==> config.mk <==
export PLATFORM = sky130hd
export DESIGN_NAME = uart_rsp_packetizer
export DESIGN_NICKNAME = d
export VERILOG_FILES = /design/src/rtl/uart_rsp_packetizer_pkg.sv /design/src/rtl/uart_rsp_packetizer_chk_accum.sv /design/src/rtl/uart_rsp_packetizer.sv
export SDC_FILE = /design/constraint.sdc
export NUM_CORES = 1
export LEC_CHECK = 0
export BUFFER_PORTS_ARGS = -buffer_cell sky130_fd_sc_hd__buf_2
export CORE_UTILIZATION = 56
export DETAILED_ROUTE_END_ITERATION = 10
export HOLD_SLACK_MARGIN = 0.12
export PLACE_DENSITY = 0.76
export SYNTH_ARGS = -nofsm -noshare
export SYNTH_HDL_FRONTEND = slang
export SYNTH_HIERARCHICAL = 1
export SYNTH_SLANG_ARGS = --single-unit
export TNS_END_PERCENT = 5
==> constraint.sdc <==
create_clock -name i_clk -period 2.4 [get_ports i_clk]
set_input_delay 0.12 -clock i_clk [delete_from_list [all_inputs] [get_ports i_clk]]
set_output_delay 0.12 -clock i_clk [all_outputs]
set_load 0.02 [all_outputs]
==> src/rtl/uart_rsp_packetizer_pkg.sv <==
// Shared constants, state encoding and LEN helper for the response packetizer.
// The CRC-8 polynomial here is used when UART_RSP_CRC8_EN is defined.
package uart_rsp_packetizer_pkg;

    localparam logic [7:0] SOF_DEFAULT = 8'hA5;
    localparam logic [7:0] CRC8_POLY   = 8'h07;

    typedef enum logic [2:0] {
        ST_IDLE      = 3'd0,
        ST_LOAD      = 3'd1,
        ST_WAIT_IDLE = 3'd2,
        ST_START     = 3'd3,
        ST_WAIT_BUSY = 3'd4,
        ST_WAIT_DONE = 3'd5,
        ST_DONE      = 3'd6
    } pkt_state_t;

    // LEN field carries the number of payload bytes in the frame.
    function automatic logic [7:0] len_byte(input int payload_bytes);
        return 8'(payload_bytes);
    endfunction

endpackage

==> src/rtl/uart_rsp_packetizer_chk_accum.sv <==
// One-byte checksum step: XOR by default, CRC-8/0x07 (MSB first, no reflection)
// when UART_RSP_CRC8_EN is defined. Shared with the receive-side checker.
module rsp_chk_accum
    import uart_rsp_packetizer_pkg::*;
(
    input  logic [7:0] i_byte,
    input  logic [7:0] i_chk,
    output logic [7:0] o_chk
);

`ifdef UART_RSP_CRC8_EN
    logic [7:0] w_crc;

    always_comb begin
        w_crc = i_chk ^ i_byte;
        for (int b = 0; b < 8; b++) begin
            w_crc = w_crc[7] ? ((w_crc << 1) ^ CRC8_POLY) : (w_crc << 1);
        end
    end

    assign o_chk = w_crc;
`else
    assign o_chk = i_chk ^ i_byte;
`endif

endmodule

==> src/rtl/uart_rsp_packetizer.sv <==
// Frames one response as SOF, CMD, LEN, D[n-1]..D[0], CHK over the UART byte interface.
// Checksum flavour selected by UART_RSP_CRC8_EN (CRC-8 when defined, XOR otherwise).
module uart_rsp_packetizer
    import uart_rsp_packetizer_pkg::*;
#(
    parameter int         PAYLOAD_BYTES = 4,
    parameter logic [7:0] SOF_BYTE      = SOF_DEFAULT,
    parameter int         BUSY_WAIT     = 8
) (
    input  logic        i_clk,
    input  logic        i_reset,
    input  logic        i_req_valid,
    output logic        o_req_ready,
    input  logic [7:0]  i_req_cmd,
    input  logic [31:0] i_req_data,
    output logic [7:0]  o_tx_data,
    output logic        o_tx_start,
    input  logic        i_tx_busy,
    output logic        o_pkt_busy,
    output logic        o_pkt_done,
    output logic [2:0]  o_dbg_state
);

    localparam logic [2:0] LAST_IDX = 3'(PAYLOAD_BYTES + 3);
    localparam logic [2:0] DATA_TOP = 3'(PAYLOAD_BYTES + 2);
    localparam logic [7:0] TO_LAST  = 8'(BUSY_WAIT - 1);
    localparam logic [7:0] LEN_BYTE = len_byte(PAYLOAD_BYTES);

    pkt_state_t  r_state;
    pkt_state_t  w_next;
    logic [2:0]  r_idx;
    logic [7:0]  r_chk;
    logic [7:0]  r_tx_data;
    logic [7:0]  r_to_cnt;
    logic [7:0]  r_cmd;
    logic [31:0] r_data;
    logic [1:0]  w_data_pos;
    logic [7:0]  w_data_byte;
    logic [7:0]  w_frame_byte;
    logic [7:0]  w_chk_next;
    logic        w_fold;
    logic        w_accept;

    assign w_accept = (r_state == ST_IDLE) && i_req_valid;

    rsp_chk_accum u_chk (
        .i_byte (w_frame_byte),
        .i_chk  (r_chk),
        .o_chk  (w_chk_next)
    );

    // Data bytes go out MSB first: index 3 carries D[n-1], index n+2 carries D[0].
    always_comb begin
        w_data_pos = DATA_TOP[1:0] - r_idx[1:0];
        case (w_data_pos)
            2'd0:    w_data_byte = r_data[7:0];
            2'd1:    w_data_byte = r_data[15:8];
            2'd2:    w_data_byte = r_data[23:16];
            default: w_data_byte = r_data[31:24];
        endcase
        w_fold = 1'b0;
        if (r_idx == 3'd0) begin
            w_frame_byte = SOF_BYTE;
        end else if (r_idx == 3'd1) begin
            w_frame_byte = r_cmd;
            w_fold       = 1'b1;
        end else if (r_idx == 3'd2) begin
            w_frame_byte = LEN_BYTE;
            w_fold       = 1'b1;
        end else if (r_idx == LAST_IDX) begin
            w_frame_byte = r_chk;
        end else begin
            w_frame_byte = w_data_byte;
            w_fold       = 1'b1;
        end
    end

    always_ff @(posedge i_clk or posedge i_reset) begin
        if (i_reset) begin
            r_state <= ST_IDLE;
        end else begin
            r_state <= w_next;
        end
    end

    always_comb begin
        w_next = r_state;
        case (r_state)
            ST_IDLE:      if (i_req_valid) w_next = ST_LOAD;
            ST_LOAD:      w_next = ST_WAIT_IDLE;
            ST_WAIT_IDLE: if (!i_tx_busy) w_next = ST_START;
            ST_START:     w_next = ST_WAIT_BUSY;
            // A UART that never reports busy is treated as having taken the byte.
            ST_WAIT_BUSY: if (i_tx_busy || (r_to_cnt == TO_LAST)) w_next = ST_WAIT_DONE;
            ST_WAIT_DONE: if (!i_tx_busy) w_next = (r_idx == LAST_IDX) ? ST_DONE : ST_LOAD;
            ST_DONE:      w_next = ST_IDLE;
            default:      w_next = ST_IDLE;
        endcase
    end

    always_comb begin
        o_req_ready = (r_state == ST_IDLE);
        o_tx_start  = (r_state == ST_START);
        o_pkt_busy  = (r_state != ST_IDLE) && (r_state != ST_DONE);
        o_pkt_done  = (r_state == ST_DONE);
        o_tx_data   = r_tx_data;
        o_dbg_state = r_state;
    end

    // tx_data only changes in LOAD, so it is stable whenever the UART may sample it.
    always_ff @(posedge i_clk or posedge i_reset) begin
        if (i_reset) begin
            r_idx     <= 3'd0;
            r_chk     <= 8'd0;
            r_tx_data <= 8'd0;
            r_to_cnt  <= 8'd0;
            r_cmd     <= 8'd0;
            r_data    <= 32'd0;
        end else begin
            if (w_accept) begin
                r_cmd  <= i_req_cmd;
                r_data <= i_req_data;
                r_idx  <= 3'd0;
                r_chk  <= 8'd0;
            end
            if (r_state == ST_LOAD) begin
                r_tx_data <= w_frame_byte;
                if (w_fold) begin
                    r_chk <= w_chk_next;
                end
            end
            if (r_state == ST_START) begin
                r_to_cnt <= 8'd0;
            end else if ((r_state == ST_WAIT_BUSY) && (r_to_cnt != TO_LAST)) begin
                r_to_cnt <= r_to_cnt + 8'd1;
            end
            if ((r_state == ST_WAIT_DONE) && !i_tx_busy && (r_idx != LAST_IDX)) begin
                r_idx <= r_idx + 3'd1;
            end
        end
    end

endmodule
==> results of run 1 <==
## cells in the final DEF (no fill, tap or decap), types with 2 or more instances in the layout
master,n
nor2_1,17
xor2_1,10
nor2b_1,3
a21oi_1,28
inv_1,15
dfrtp_1,70
xnor2_1,4
a22o_1,10
mux2_2,33
o22ai_1,4
bufinv_16,3
nand2b_1,2
a22oi_1,13
nor3_1,9
clkinv_2,2
dlygate4sd3_1,42
nor4_1,2
ha_2,3
clkbuf_8,10
or2_2,3
nor3b_1,2
ha_1,6
buf_2,58
a221oi_1,7
o21ai_0,24
o31ai_1,2
nand2_1,19
buf_12,2
buf_4,8
nor4b_1,2
## kinds of logic after synthesis
| family | synth area share [%] |
|---|---|
| AO/OA/AOI/OAI | 17.3 |
| buffers and inverters | 3.98 |
| AND/OR/NAND/NOR | 10.3 |
| multiplexers | 11.0 |
| XOR/XNOR | 3.54 |
| adder cells (fa/ha/maj) | 3.25 |
| flip-flops | 50.6 |
## layout make-up
| class | instances | area [um^2] | share of cell area [%] |
|---|---|---|---|
| well taps | 75 | 93.8 | 2.06 |
| clock inverters | 6 | 109 | 2.39 |
| inverters | 16 | 60.1 | 1.32 |
| multi-input cells | 219 | 1590 | 34.9 |
| clock buffers | 10 | 138 | 3.03 |
| flip-flops and latches | 70 | 1750 | 38.5 |
| repair buffers | 110 | 811 | 17.8 |
## flip-flops by register name, indices dropped and copies added (netlist names)
register,flops
r_cmd,8
r_to_cnt,8
r_data,32
o_tx_data,8
r_idx,3
r_chk,8
o_dbg_state,3
## routing by layer
layer	track usage, %	routed length [um]	share of wire [%]	up-vias
li1	-	-	-	1380
met1	37.3	3610	41	1433
met2	49.3	4400	49	151
met3	5.34	544	6.1	38
met4	17.0	351	3.9	0
met5	0	0	0	-
## power groups by stage
stage                     sequential, mW  combinational (mW)  clock (mW)
after floorplan                     2.02                1.71           0
after global placement              2.02                2.32           0
after detailed placement            2.04                2.40           0
after CTS                           2.02                2.49        1.17
after global routing                2.10                2.82        1.24
final                               2.04                2.60        1.17
## worst min path at each step
stage	start	slack [ns]	endpoint
floorplan	i_req_data[24]	0.24	r_data[24]$_DFFE_PP0P_
global placement	i_reset	0.27	r_data[18]$_DFFE_PP0P_
detailed placement	i_reset	0.28	r_data[18]$_DFFE_PP0P_
CTS	i_req_valid	0.42	r_data[26]$_DFFE_PP0P_
global route	i_req_valid	0.45	r_data[25]$_DFFE_PP0P_
finish	i_req_valid	0.42	r_data[30]$_DFFE_PP0P_
## worst max-delay path: stages (launching register included)
cell and delay, ns:
dfrtp_1 0.46, ha_1 0.58, a21oi_1 0.14, a221oi_2 0.35
a21oi_1 0.11, o21ai_0 0.28, xor2_1 0.13, a22o_1 0.22
## repair_timing
action,in CTS,in global routing
pin swaps,0,0
hold endpoints to repair,74,0
setup endpoints to repair,2,6
resized for setup,1,3
hold buffers,42,0
==> results.sh, run 1 <==
export IMPL_cts_sinks=70
export IMPL_vias_per_cell=5.93
export IMPL_dp_hpwl_um=5310
export IMPL_fin_util_pct=76.4
export IMPL_syn_area_um2=3460
export IMPL_antenna_found_initial=0
export IMPL_dpl_cell_count=448
export IMPL_clkLatencyLatePin_ns=0.35
export IMPL_grt_pass1_vias=2988
export IMPL_core_rowCount=28
export IMPL_core_area_um2=5960
export IMPL_hold_slack_ns=0.418
export IMPL_cts_tree="yes"
export IMPL_syn_to_final_growth_pct=31.5
export IMPL_worstSetupEndpointType="flip-flop"
export IMPL_vdd_drop_max_mv=0.745
export IMPL_clockBufferDepth=2
export IMPL_final_cells=506
export IMPL_cts_setup_buffers=0
export IMPL_grt_max_degree=51
export IMPL_cp_startpoint="r_idx[0]$_DFFE_PP0P_"
export IMPL_p_switching_mw=2.27
export IMPL_yosys_warnings=6
export IMPL_p_int_mw=3.54
export IMPL_layout_nets=479
export IMPL_port_buffers=58
export IMPL_wl_per_cell_um=17.6
export IMPL_cp_arrival_ns=2.62
export IMPL_yosysMostFrequentCell="dfrtp_1"
export IMPL_ys_flop_type="dfrtp_1"
export IMPL_track_usage_pct=30.1
export IMPL_hold_viol=0
export IMPL_setup_viol=0
export IMPL_die_area_um2=6500
export IMPL_vias=3002
export IMPL_synthCells=324
export IMPL_status="finished clean"
export IMPL_reg2reg_depth=7
export IMPL_preCtsSetupSlack_ns=-0.00900
export IMPL_fin_crit_ns=2.38
export IMPL_synth_largest_area_cell="dfrtp_1"
export IMPL_reg2reg_slack_ns=0.02
export IMPL_p_clk_share_pct=20.2
export IMPL_holdPathStages=4
export IMPL_synthTopCellsByCount="70 x dfrtp_1, 33 x mux2_2, 28 x a21oi_1"
export IMPL_synth_top_area_share_pct=50.6
export IMPL_async_reset_ff_share_pct=100
export IMPL_worst_clock_skew_ns=0.00893
export IMPL_drtIter0Drc=313
export IMPL_die_y_um=80.6
export IMPL_cp_max_fo=16
export IMPL_pwr_share_comb_pct=44.7
export IMPL_ant_nets=0
export IMPL_worstSetupEndpoint="r_chk[3]$_DFF_PP0_"
export IMPL_crit_required_ns=2.64
export IMPL_setup_ws_ns=0.0206
export IMPL_start_util_pct=58.1
export IMPL_worst_r2r_startpoint="r_idx[0]$_DFFE_PP0P_"
export IMPL_p_leak_nw=2.06
export IMPL_power_mw=5.81
export IMPL_grt_pass1_wl_um=14300
export IMPL_fin_crit_sh_pct=99.1
export IMPL_post_dp_cell_area_um2=3870
export IMPL_synth_cell_types=39
export IMPL_grt_remaining_overflow=0
export IMPL_avgSynthCellArea_um2=10.7
export IMPL_rsz0062_at_grt="true"
export IMPL_finalWirelength_um=8900
export IMPL_drive_gt1_share_pct=29.9
export IMPL_ys_seq_area_share_pct=50.6
export IMPL_fp_dieW_um=80.6
export IMPL_drc=0
export IMPL_fill_cells=394
export IMPL_pwr_share_seq_pct=35.1
export IMPL_dr_pass1_iters=5
export IMPL_synth_edff_count=0
export IMPL_cap_viol_max_count=0
export IMPL_path_class="flip-flop to flip-flop"
export IMPL_final_setup_tns_ns=0
export IMPL_cts_htree_levels=3
export IMPL_ioPinCount=59
export IMPL_clk_pin_slew_ns=0.08
export IMPL_powerDensity_nw_per_um2=1280
export IMPL_synth_area_top_cells="dfrtp_1 51%, mux2_2 11%, a21oi_1 4.0%, o21ai_0 3.5%, ha_1 3.3%"
export IMPL_report_final_slew_viol_count=0
export IMPL_worstMarginPinSlew_ns=0.738
export IMPL_root_buffer="clkbuf_8"
export IMPL_fin_area_um2=4550
export IMPL_fmax_mhz=420
export IMPL_cp_start_kind="flip-flop"
export IMPL_sw_frac_of_total_pct=39.1
export IMPL_diodes=0
export IMPL_numCtsBuffers=9
export IMPL_r2r_end="r_chk[3]$_DFF_PP0_"
export IMPL_ys_ff_latch=70
export IMPL_gp_congestion=0.918
export IMPL_max_slew_margin_pct=50.7
export IMPL_synth_nets=377
export IMPL_hp_class="input port to flip-flop"
Power figures use the tool's default switching activity.
==> run 2: changes to the inputs <==
- CORE_MARGIN: default -> 2
==> run 2 against run 1 <==
Clock-buffer cell count rose by 1. Highest routed layer unchanged. Fmax rose by 8.9%. Global-route usage fell by 2.5 points. Clock power fell by 20%. Combinational power fell by 2%. Critical path type unchanged.
==> results.sh, run 2 (synthesis results as in run 1) <==
export IMPL_status="finished clean"
export IMPL_track_usage_pct=27.6
export IMPL_syn_to_final_growth_pct=30.3
export IMPL_worst_clock_skew_ns=0.0112
export IMPL_ioPinCount=59
export IMPL_post_dp_cell_area_um2=3880
export IMPL_drtIter0Drc=273
export IMPL_wl_per_cell_um=16.9
export IMPL_fin_crit_sh_pct=91.0
export IMPL_max_slew_margin_pct=58.0
export IMPL_fp_dieW_um=82.6
export IMPL_sw_frac_of_total_pct=39.1
export IMPL_pwr_share_seq_pct=36.9
export IMPL_die_y_um=82.6
export IMPL_ant_nets=0
export IMPL_crit_top_cell="a21oi_1"
export IMPL_final_setup_tns_ns=0
export IMPL_core_area_um2=5960
export IMPL_cp_arrival_ns=2.42
export IMPL_slowest_delay_ns=0.46
export IMPL_crit_required_ns=2.63
export IMPL_antenna_found_initial=1
export IMPL_grt_use_met1_pct=33.5
export IMPL_core_rowCount=28
export IMPL_dp_hpwl_um=5350
export IMPL_grt_remaining_overflow=0
export IMPL_pwr_share_comb_pct=46.2
export IMPL_hold_viol=0
export IMPL_root_buffer="clkbuf_8"
export IMPL_numCtsBuffers=9
export IMPL_cts_setup_buffers=0
export IMPL_vias_per_cell=5.85
export IMPL_fmax_mhz=458
export IMPL_final_cell_mix="70 x dfrtp_1, 58 x buf_2, 42 x dlygate4sd3_1"
export IMPL_grtUsageMet2_pct=47.4
export IMPL_fin_crit_ns=2.19
export IMPL_drc=0
export IMPL_top_register="r_data"
export IMPL_grt_pass1_vias=2868
export IMPL_p_leak_nw=2.03
export IMPL_drive_gt1_share_pct=29.9
export IMPL_finalWirelength_um=8590
export IMPL_clkLatencyLatePin_ns=0.35
export IMPL_fin_area_um2=4510
export IMPL_vdd_drop_max_mv=0.659
export IMPL_cap_viol_max_count=0
export IMPL_vias=2964
export IMPL_setup_viol=0
export IMPL_cts_htree_levels=3
export IMPL_cp_start_kind="flip-flop"
export IMPL_fin_util_pct=75.7
export IMPL_crit_slowest_cell="dfrtp_1"
export IMPL_start_util_pct=58.1
export IMPL_clockBufferDepth=2
export IMPL_dr_pass1_iters=5
export IMPL_report_final_slew_viol_count=0
export IMPL_rsz0062_at_grt="false"
export IMPL_port_buffers=58
export IMPL_path_class="flip-flop to flip-flop"
export IMPL_use_met3_pct=6.52
export IMPL_p_switching_mw=2.15
export IMPL_p_clk_share_pct=16.9
export IMPL_grt_busiest_layer="met2"
export IMPL_crit_chain="inv_1 > ha_2 > a21oi_1 > a221oi_1 > a21oi_1 > o21ai_0 > xor2_1 > a22o_1"
export IMPL_die_area_um2=6830
export IMPL_layout_nets=480
export IMPL_hp_class="input port to flip-flop"
export IMPL_grt_pass1_wl_um=13700
export IMPL_largest_reg_flops=32
export IMPL_clk_pin_slew_ns=0.08
export IMPL_cp_max_fo=10
export IMPL_p_int_mw=3.35
export IMPL_powerDensity_nw_per_um2=1220
export IMPL_worstSetupEndpointType="flip-flop"
export IMPL_gp_congestion=0.939
export IMPL_cts_sinks=70
export IMPL_power_mw=5.50
export IMPL_cts_tree="yes"
export IMPL_worstMarginPinSlew_ns=0.629
export IMPL_grt_max_degree=43
export IMPL_final_common_cell="dfrtp_1"
-- run 2: cell types whose count changed in the layout (fill, tap and decap cells not counted), sizes merged --
cell,before,now
clkbuf,10,11
buf,68,69
clkinv,3,2
diode,0,1
clkinvlp,0,1
bufinv,3,1
-- run 2: path summary, 6_finish.rpt --
path,from,endpoint,slack (ns),cells after the start
max,r_idx[0]$_DFFE_PP0P_,r_chk[3]$_DFF_PP0_,0.21,8
min,i_req_valid,r_data[26]$_DFFE_PP0P_,0.37,4
max reg2reg,r_idx[0]$_DFFE_PP0P_,r_chk[3]$_DFF_PP0_,0.21,8
min reg2reg,r_data[17]$_DFFE_PP0P_,r_data[17]$_DFFE_PP0P_,0.51,1
max in group asynchronous,i_reset,r_cmd[1]$_DFFE_PP0P_,1.33,4
min in group asynchronous,i_reset,r_data[24]$_DFFE_PP0P_,0.41,3
-- run 2: metrics by stage --
step           setup slack (ns)  instances  hold WS, ns
4_1_cts                  0.0110        506        0.368
2_1_floorplan             0.251        324        0.237
6_report                  0.215        507        0.368
3_3_place_gp             0.0791        449        0.229
5_1_grt                  0.0558        507        0.412
3_5_place_dp             0.0290        449        0.235
-- run 2: repair_timing --
action                     in CTS  in global routing
setup endpoints to repair       0                  8
gates resized for setup         0                  6
hold buffers                   42                  0
hold endpoints to repair       69                  0
-- run 2: area by class of cell --
cell class / count / area [um^2]
Multi-Input combinational cell: 219 / 1600
Antenna cell: 1 / 2.50
Tap cell: 75 / 93.8
Timing Repair Buffer: 111 / 818
Clock buffer: 11 / 141
Fill cell: 419 / 1450
Inverter: 16 / 60.1
Clock inverter: 4 / 47.5
Sequential cell: 70 / 1750
-- run 2: metal layers --
metal | up-vias | share of wire (%)
met4 | 0 | 3.6
met1 | 1424 | 39
met2 | 135 | 50
li1 | 1373 | -
met5 | - | 0
met3 | 32 | 6.6
-- run 2: power by group through the flow --
stage	logic, mW	clock network (mW)	registers [mW]
after floorplan	1.71	0	2.02
after global placement	2.34	0	2.00
after detailed placement	2.39	0	2.03
after CTS	2.45	0.942	2.01
after global routing	2.78	0.991	2.08
final	2.54	0.932	2.03
-- run 2: critical path: cells and delay by family, from the launching register on --
kind | cells | cell delay [ns]
XOR/XNOR | 1 | 0.09
AO/OA/AOI/OAI | 5 | 1.02
adder cells (fa/ha/maj) | 1 | 0.34
flip-flops | 1 | 0.46
buffers and inverters | 1 | 0.15
